===== config.mk =====
export PLATFORM = sky130hd
export DESIGN_NAME = alu_sweep_bist
export DESIGN_NICKNAME = d
export VERILOG_FILES = /design/src/rtl/alu_sweep_pkg.sv /design/src/rtl/alu_sweep_bist_ref.sv /design/src/rtl/alu_sweep_bist.sv
export SDC_FILE = /design/constraint.sdc
export NUM_CORES = 1
export LEC_CHECK = 0
export ABC_CLOCK_PERIOD_IN_PS = 11600
export CORE_UTILIZATION = 45
export CTS_CLUSTER_DIAMETER = 30
export CTS_CLUSTER_SIZE = 25
export DETAILED_ROUTE_END_ITERATION = 16
export PLACE_DENSITY_LB_ADDON = 0.3
export REMOVE_ABC_BUFFERS = 1
export SYNTH_ARGS = -nofsm -noshare
export SYNTH_HDL_FRONTEND = slang
export SYNTH_SLANG_ARGS = --single-unit

===== constraint.sdc =====
create_clock -name clk -period 11.6 [get_ports clk]
set_clock_uncertainty 0.05 [all_clocks]
set_input_delay 1.16 -clock clk [delete_from_list [all_inputs] [get_ports clk]]
set_output_delay 1.16 -clock clk [all_outputs]
set_load 0.01 [all_outputs]

===== src/rtl/alu_sweep_pkg.sv =====
`default_nettype none
// ============================================================================
//  Module      : alu_sweep_pkg
//  Description : Shared types, constants and the ALU reference function used
//                by the ALU sweep built-in self-test. The ALU bench may reuse
//                alu_ref() as its golden model.
//  Contents    : alu_op_e       - ALU opcode map (ADD..EQ = 0..7)
//                sweep_state_e  - sweep FSM state encoding
//                NUM_OPS        - number of opcodes swept
//                REF_MAX_W      - widest operand alu_ref() can evaluate
//                alu_ref()      - expected ALU result, masked to 'width' bits
//  Revision    : 1.0 - initial release
// ============================================================================
package alu_sweep_pkg;

    localparam int NUM_OPS   = 8;
    localparam int REF_MAX_W = 32;

    typedef enum logic [2:0] {
        OP_ADD = 3'd0,
        OP_SUB = 3'd1,
        OP_SLL = 3'd2,
        OP_SRL = 3'd3,
        OP_AND = 3'd4,
        OP_OR  = 3'd5,
        OP_XOR = 3'd6,
        OP_EQ  = 3'd7
    } alu_op_e;

    typedef enum logic [2:0] {
        ST_IDLE   = 3'd0,
        ST_DRIVE  = 3'd1,
        ST_SETTLE = 3'd2,
        ST_CHECK  = 3'd3,
        ST_DONE   = 3'd4
    } sweep_state_e;

    // Operands arrive zero-extended to REF_MAX_W; the result is masked back
    // to 'width' bits so ADD/SUB wrap modulo 2^width and SLL drops the bits
    // shifted past the top of the real datapath.
    function automatic logic [REF_MAX_W-1:0] alu_ref(
        input logic [REF_MAX_W-1:0] a,
        input logic [REF_MAX_W-1:0] b,
        input alu_op_e              op,
        input int unsigned          width
    );
        logic [REF_MAX_W-1:0] mask;
        logic [REF_MAX_W-1:0] raw;
        mask = '1;
        if (width < REF_MAX_W) begin
            mask = (REF_MAX_W'(1) << width) - REF_MAX_W'(1);
        end
        raw = '0;
        case (op)
            OP_ADD:  raw = a + b;
            OP_SUB:  raw = a - b;
            OP_SLL:  raw = a << b[2:0];
            OP_SRL:  raw = a >> b[2:0];
            OP_AND:  raw = a & b;
            OP_OR:   raw = a | b;
            OP_XOR:  raw = a ^ b;
            OP_EQ:   raw[0] = (a == b);
            default: raw = '0;
        endcase
        return raw & mask;
    endfunction

endpackage
`default_nettype wire


===== src/rtl/alu_sweep_bist_ref.sv =====
`default_nettype none
// ============================================================================
//  Module      : alu_ref_model
//  Description : Combinational reference for the ALU under test. Computes the
//                expected result of (a_i op_i b_i) and flags when the ALU's
//                actual result differs from it.
//  Ports       : a_i, b_i    [DATA_W]  operands currently driven to the ALU
//                op_i        [3]       opcode currently driven to the ALU
//                res_i       [DATA_W]  result returned by the ALU
//                mismatch_o  [1]       1 when res_i != expected result
//  Revision    : 1.0 - initial release
// ============================================================================
module alu_ref_model
    import alu_sweep_pkg::*;
#(
    parameter int DATA_W = 8   // must not exceed REF_MAX_W
) (
    input  logic [DATA_W-1:0] a_i,
    input  logic [DATA_W-1:0] b_i,
    input  logic [2:0]        op_i,
    input  logic [DATA_W-1:0] res_i,
    output logic              mismatch_o
);

    logic [REF_MAX_W-1:0] w_ref;

    assign w_ref = alu_ref(REF_MAX_W'(a_i), REF_MAX_W'(b_i), alu_op_e'(op_i), DATA_W);

    // Compare at full reference width: the upper bits of w_ref are always
    // zero, so this is equivalent to a DATA_W-wide compare.
    assign mismatch_o = (w_ref != REF_MAX_W'(res_i));

endmodule
`default_nettype wire


===== src/rtl/alu_sweep_bist.sv =====
`default_nettype none
// ============================================================================
//  Module      : alu_sweep_bist
//  Description : Built-in self-test initiator/checker for the external 8-op
//                combinational ALU. On an accepted start it latches the two
//                operands, drives each opcode 0..7 in turn, waits
//                SETTLE_CYCLES, samples the ALU result and compares it with
//                the internal reference. Reports pass flag, error count and a
//                per-opcode fail mask.
//  Ports       : clk, reset (async, active-high)
//                start_i                 begin a sweep (sampled in IDLE only)
//                a_i, b_i                operands, latched on accepted start
//                alu_a_o, alu_b_o        operands driven to the ALU
//                alu_op_o                opcode driven to the ALU
//                alu_res_i               ALU result
//                busy_o                  accepted start .. done pulse
//                done_o                  one-cycle end-of-sweep pulse
//                pass_o                  err_cnt_o == 0, valid from done
//                err_cnt_o               mismatching opcodes (0..8)
//                fail_mask_o             bit k = opcode k mismatched
//  Options     : `define ALU_SWEEP_CAPTURE_EN adds an 8-entry capture array
//                of ALU results plus ports rd_idx_i / rd_data_o
//                (combinational read).
//  Timing      : SETTLE_CYCLES+2 cycles per opcode; done_o is asserted
//                8*(SETTLE_CYCLES+2)+1 cycles after the start-accept cycle.
//  Revision    : 1.0 - initial release
// ============================================================================
module alu_sweep_bist
    import alu_sweep_pkg::*;
#(
    parameter int DATA_W        = 8,
    parameter int SETTLE_CYCLES = 1    // 0..15
) (
    input  logic              clk,
    input  logic              reset,
    input  logic              start_i,
    input  logic [DATA_W-1:0] a_i,
    input  logic [DATA_W-1:0] b_i,
    output logic [DATA_W-1:0] alu_a_o,
    output logic [DATA_W-1:0] alu_b_o,
    output logic [2:0]        alu_op_o,
    input  logic [DATA_W-1:0] alu_res_i,
    output logic              busy_o,
    output logic              done_o,
    output logic              pass_o,
    output logic [3:0]        err_cnt_o,
    output logic [7:0]        fail_mask_o
`ifdef ALU_SWEEP_CAPTURE_EN
    ,
    input  logic [2:0]        rd_idx_i,
    output logic [DATA_W-1:0] rd_data_o
`endif
);

    localparam logic [3:0] SETTLE_INIT = 4'(SETTLE_CYCLES);
    localparam logic [2:0] LAST_OP     = 3'(NUM_OPS - 1);

    sweep_state_e r_state;
    sweep_state_e w_next_state;
    logic [3:0]   r_settle_cnt;
    logic         w_mismatch;
    logic [3:0]   w_err_next;
    logic [7:0]   w_mask_next;

    // ------------------------------------------------------------------
    // Reference model: always evaluates whatever is currently on the ALU
    // inputs, so its verdict is meaningful in CHECK.
    // ------------------------------------------------------------------
    alu_ref_model #(
        .DATA_W (DATA_W)
    ) u_ref (
        .a_i        (alu_a_o),
        .b_i        (alu_b_o),
        .op_i       (alu_op_o),
        .res_i      (alu_res_i),
        .mismatch_o (w_mismatch)
    );

    assign w_err_next  = err_cnt_o + {3'b000, w_mismatch};
    assign w_mask_next = fail_mask_o | (8'(w_mismatch) << alu_op_o);

    // Status outputs decode straight from the state register; reset forces
    // IDLE so both drop to 0 immediately and no done pulse can follow.
    assign busy_o = (r_state != ST_IDLE);
    assign done_o = (r_state == ST_DONE);

    // ------------------------------------------------------------------
    // FSM: state register
    // ------------------------------------------------------------------
    always_ff @(posedge clk or posedge reset) begin
        if (reset) begin
            r_state <= ST_IDLE;
        end else begin
            r_state <= w_next_state;
        end
    end

    // ------------------------------------------------------------------
    // FSM: next state
    // ------------------------------------------------------------------
    always_comb begin
        w_next_state = r_state;
        case (r_state)
            ST_IDLE: begin
                if (start_i) begin
                    w_next_state = ST_DRIVE;
                end
            end
            ST_DRIVE: begin
                if (SETTLE_INIT == 4'd0) begin
                    w_next_state = ST_CHECK;
                end else begin
                    w_next_state = ST_SETTLE;
                end
            end
            ST_SETTLE: begin
                // Leaving on the cycle the count decrements to zero keeps
                // SETTLE exactly SETTLE_CYCLES cycles long.
                if (r_settle_cnt <= 4'd1) begin
                    w_next_state = ST_CHECK;
                end
            end
            ST_CHECK: begin
                if (alu_op_o == LAST_OP) begin
                    w_next_state = ST_DONE;
                end else begin
                    w_next_state = ST_DRIVE;
                end
            end
            ST_DONE: begin
                w_next_state = ST_IDLE;
            end
            default: begin
                w_next_state = ST_IDLE;
            end
        endcase
    end

    // ------------------------------------------------------------------
    // Datapath: operands, opcode, settle counter, results
    // ------------------------------------------------------------------
    always_ff @(posedge clk or posedge reset) begin
        if (reset) begin
            alu_a_o      <= '0;
            alu_b_o      <= '0;
            alu_op_o     <= 3'd0;
            r_settle_cnt <= 4'd0;
            err_cnt_o    <= 4'd0;
            fail_mask_o  <= 8'h00;
            pass_o       <= 1'b0;
        end else begin
            case (r_state)
                ST_IDLE: begin
                    if (start_i) begin
                        alu_a_o     <= a_i;
                        alu_b_o     <= b_i;
                        alu_op_o    <= 3'd0;
                        err_cnt_o   <= 4'd0;
                        fail_mask_o <= 8'h00;
                        pass_o      <= 1'b0;
                    end
                end
                ST_DRIVE: begin
                    r_settle_cnt <= SETTLE_INIT;
                end
                ST_SETTLE: begin
                    r_settle_cnt <= r_settle_cnt - 4'd1;
                end
                ST_CHECK: begin
                    err_cnt_o   <= w_err_next;
                    fail_mask_o <= w_mask_next;
                    // pass_o is resolved here so it is already valid while
                    // done_o is high. The opcode stops at 7 so the ALU
                    // inputs hold until the next start.
                    if (alu_op_o == LAST_OP) begin
                        pass_o <= (w_err_next == 4'd0);
                    end else begin
                        alu_op_o <= alu_op_o + 3'd1;
                    end
                end
                default: begin
                end
            endcase
        end
    end

`ifdef ALU_SWEEP_CAPTURE_EN
    // ------------------------------------------------------------------
    // Captured ALU results, one per opcode; survive a new start and are
    // only cleared by reset.
    // ------------------------------------------------------------------
    logic [DATA_W-1:0] r_capture [NUM_OPS];

    always_ff @(posedge clk or posedge reset) begin
        if (reset) begin
            for (int i = 0; i < NUM_OPS; i++) begin
                r_capture[i] <= '0;
            end
        end else if (r_state == ST_CHECK) begin
            r_capture[alu_op_o] <= alu_res_i;
        end
    end

    assign rd_data_o = r_capture[rd_idx_i];
`endif

endmodule
`default_nettype wire


==> run metrics <==
Gate Count Post-Synth=429; Antenna Nets Post-Route=0; post-route minimum period=4.75 ns; Post-DP HPWL=7.24 mm; FMAX=211 MHz; most common cell in the netlist=nand2_1; I/O pin cnt=61; vias in the first global route=~3200; highest ir drop seen on vdd=0.155 mV; GR met3 Demand/Resource=0.0410; Final setup viols=0; Crit path arrival time=4.93 ns; Yosys reg bits=39; Setup crit start kind=flop; CTS clk-pin slew, worst paths=around 0.090 ns; Resize count post-CTS=0; sequential-to-total area share from yosys stat=0.271; Final #Nets=537; GR Util met1=0.323; Final Hold Viols=0; Max Transition Viols Final=0; Most Used Layer, Global Route=met2; Yosys Warn Count=0; crit-path most repeated cell=ha_1; crit-path max FO=24; Vias per Instance=5.96; # hold bufs at CTS=0; leakage=roughly 1.8 nW; Area Overhead vs Synth=19.5%; clock sink count=39; top cells by area, synth=dfrtp_1 (27%), ha_1 (12%), nand2_1 (6.6%), o21ai_0 (4.6%), inv_1 (3.8%); Hold Crit Class=flop to flop; setup TNS=0 ns; worst skew pair latency=0.30 ns; Least-Margin Pin Slew=1.06 ns; DR WL/cell=roughly 17 µm; worst setup margin=6.85 ns; family with the most delay on the worst path=simple AND/OR/NAND/NOR gates; initial antenna violation count=0; Core Footprint=approximately 7700 µm²; die area=approximately 8400 µm²; max-cap violations=0; ys async rst share=1.00; Buf+Inv Stages, Crit Path=2; synth cell count leaders=nand2_1 (63), dfrtp_1 (39), inv_1 (36); first-pass GRT wire length=between 15 and 20 mm; DR DRC count=0; clock root cell=clkbuf_8; Req. time, crit path=11.78 ns; Diodes inserted=0; IO buf count=60; Worst R2R Setup Slack=about 6.9 ns; crit end category=flop; placed cell area=4210 µm²; fraction of layout cells with a size suffix above 1=0.0527; CP Class=flop to flop; Synth Flop Type=dfrtp_1; via count=3431; Post-synth EDFFs=0; pwr/cell area=324 nW/µm²; GR Util met2=0.398; Post-Synthesis Cell Area=3600 µm²; H-tree depth=2; Largest stage delay, worst path=0.91 ns; die width=91.4 µm; slowest stage cell, crit path=dfrtp_1; fill cell count=730; initial DRC count=between 300 and 400; RSZ-0062 raised after global routing=no; grt total ovfl=0; Initial Utilization=0.466; count of cell types in the netlist=64; setup bufs post-CTS=0; Syn Area/Cell=8.39 µm²; CTS Buf Count=5; DRT Pass-1 Iters=6; GRT Util Overall=0.242; status=completed; slew margin rel.=0.294; Post-Place Setup Slack=6.95 ns; Max Root-Sink Buffers=2; CTS tree=done; Tcrit/Tclk final=0.409; Die Height=about 90 µm; row cnt=32; Final Wtd Congestion=0.919; Final Cell Area=between 4000 and 5000 µm²; area share of the largest cell type after synthesis=0.271; worst path cell trace=inv_1, ha_1, a211oi_1, nor2_1, o21ai_0, xnor2_1, a221oi_2, xnor2_1, nor4_4, inv_1, ha_1, ha_1, xor2_1, nor3_1, o2111ai_1, nand2_1; Synth area leader=dfrtp_1; final hold slack=0.440 ns; final WL=9.86 mm; largest net degree at the start of global routing=40
-- worst paths after layout --
check | start | to | cells past startpoint
max | alu_b_o[1]$_DFFE_PP0P_ | pass_o$_DFFE_PP0P_ | 16
min | fail_mask_o[5]$_DFFE_PP0P_ | fail_mask_o[5]$_DFFE_PP0P_ | 2
max reg2reg | alu_b_o[1]$_DFFE_PP0P_ | pass_o$_DFFE_PP0P_ | 16
min reg2reg | fail_mask_o[5]$_DFFE_PP0P_ | fail_mask_o[5]$_DFFE_PP0P_ | 2
max in group asynchronous | reset | alu_b_o[6]$_DFFE_PP0P_ | 3
min in group asynchronous | reset | alu_b_o[2]$_DFFE_PP0P_ | 3
-- power breakdown --
part           total, mW  internal [mW]  switching [mW]
registers          0.315          0.191           0.124
logic              0.981          0.450           0.531
clock network     0.0957         0.0419          0.0538
-- placed cells by master (no fill, tap or decap), types with 5 or more instances in the layout --
master,synthesis,routed
clkdlybuf4s50_1,0,60
ha_1,35,35
o211ai_1,11,11
nand3_1,8,8
nor4_1,5,5
o41ai_1,6,6
clkbuf_8,0,5
a21oi_1,11,11
nor2_1,25,25
inv_1,36,36
a22oi_1,5,5
xnor2_1,12,12
o21ai_0,33,33
xor2_1,5,5
nor2b_1,10,10
nand4_1,9,9
mux2_2,6,6
nand2b_1,6,6
nor3_1,9,9
nand2_1,63,63
a211oi_1,6,6
dfrtp_1,39,39
-- layout make-up --
type	count	area, µm²	area share
Multi-Input combinational cell	330	2360	0.550
Sequential cell	39	976	0.227
Timing Repair Buffer	61	608	0.141
Inverter	36	135	0.0314
Tap cell	102	128	0.0297
Clock buffer	5	68.8	0.0160
Clock inverter	3	20.0	0.00466
-- through the flow --
step                cells  total power [mW]   util
floorplan             405             0.979      -
global placement      568              1.26  0.545
detailed placement    568              1.28  0.545
CTS                   576              1.38  0.557
global route          576              1.51  0.557
finish                576              1.39  0.557
-- logic make-up after synthesis --
family,share of synthesized area
AND/OR/NAND/NOR,0.208
multiplexers,0.0612
flip-flops,0.271
XOR/XNOR,0.0414
adder cells (fa/ha/maj),0.133
AO/OA/AOI/OAI,0.214
buffers and inverters,0.0719
-- layer usage --
| layer | part of all wire | routed length [µm] |
|---|---|---|
| met1 | 0.45 | 4430 |
| met2 | 0.47 | 4630 |
| met3 | 0.058 | 569 |
| met4 | 0.024 | 232 |
| met5 | 0 | 0 |
-- worst reg2reg max path, cell delays in order (launching register included) --
cell and delay (ns):
dfrtp_1 0.91, inv_1 0.36, ha_1 0.46, a211oi_1 0.09, nor2_1 0.28, o21ai_0 0.18, xnor2_1 0.16, a221oi_2 0.27
xnor2_1 0.15, nor4_4 0.61, inv_1 0.10, ha_1 0.23, ha_1 0.23, xor2_1 0.18, nor3_1 0.15, o2111ai_1 0.14
nand2_1 0.12
-- state kept, by name, summed over array words and instances (netlist names) --
name          cells
err_cnt_o         4
r_settle_cnt      4
r_state           3
alu_a_o           8
pass_o            1
fail_mask_o       8
alu_op_o          3
alu_b_o           8
(Power assumes the default switching activity.)
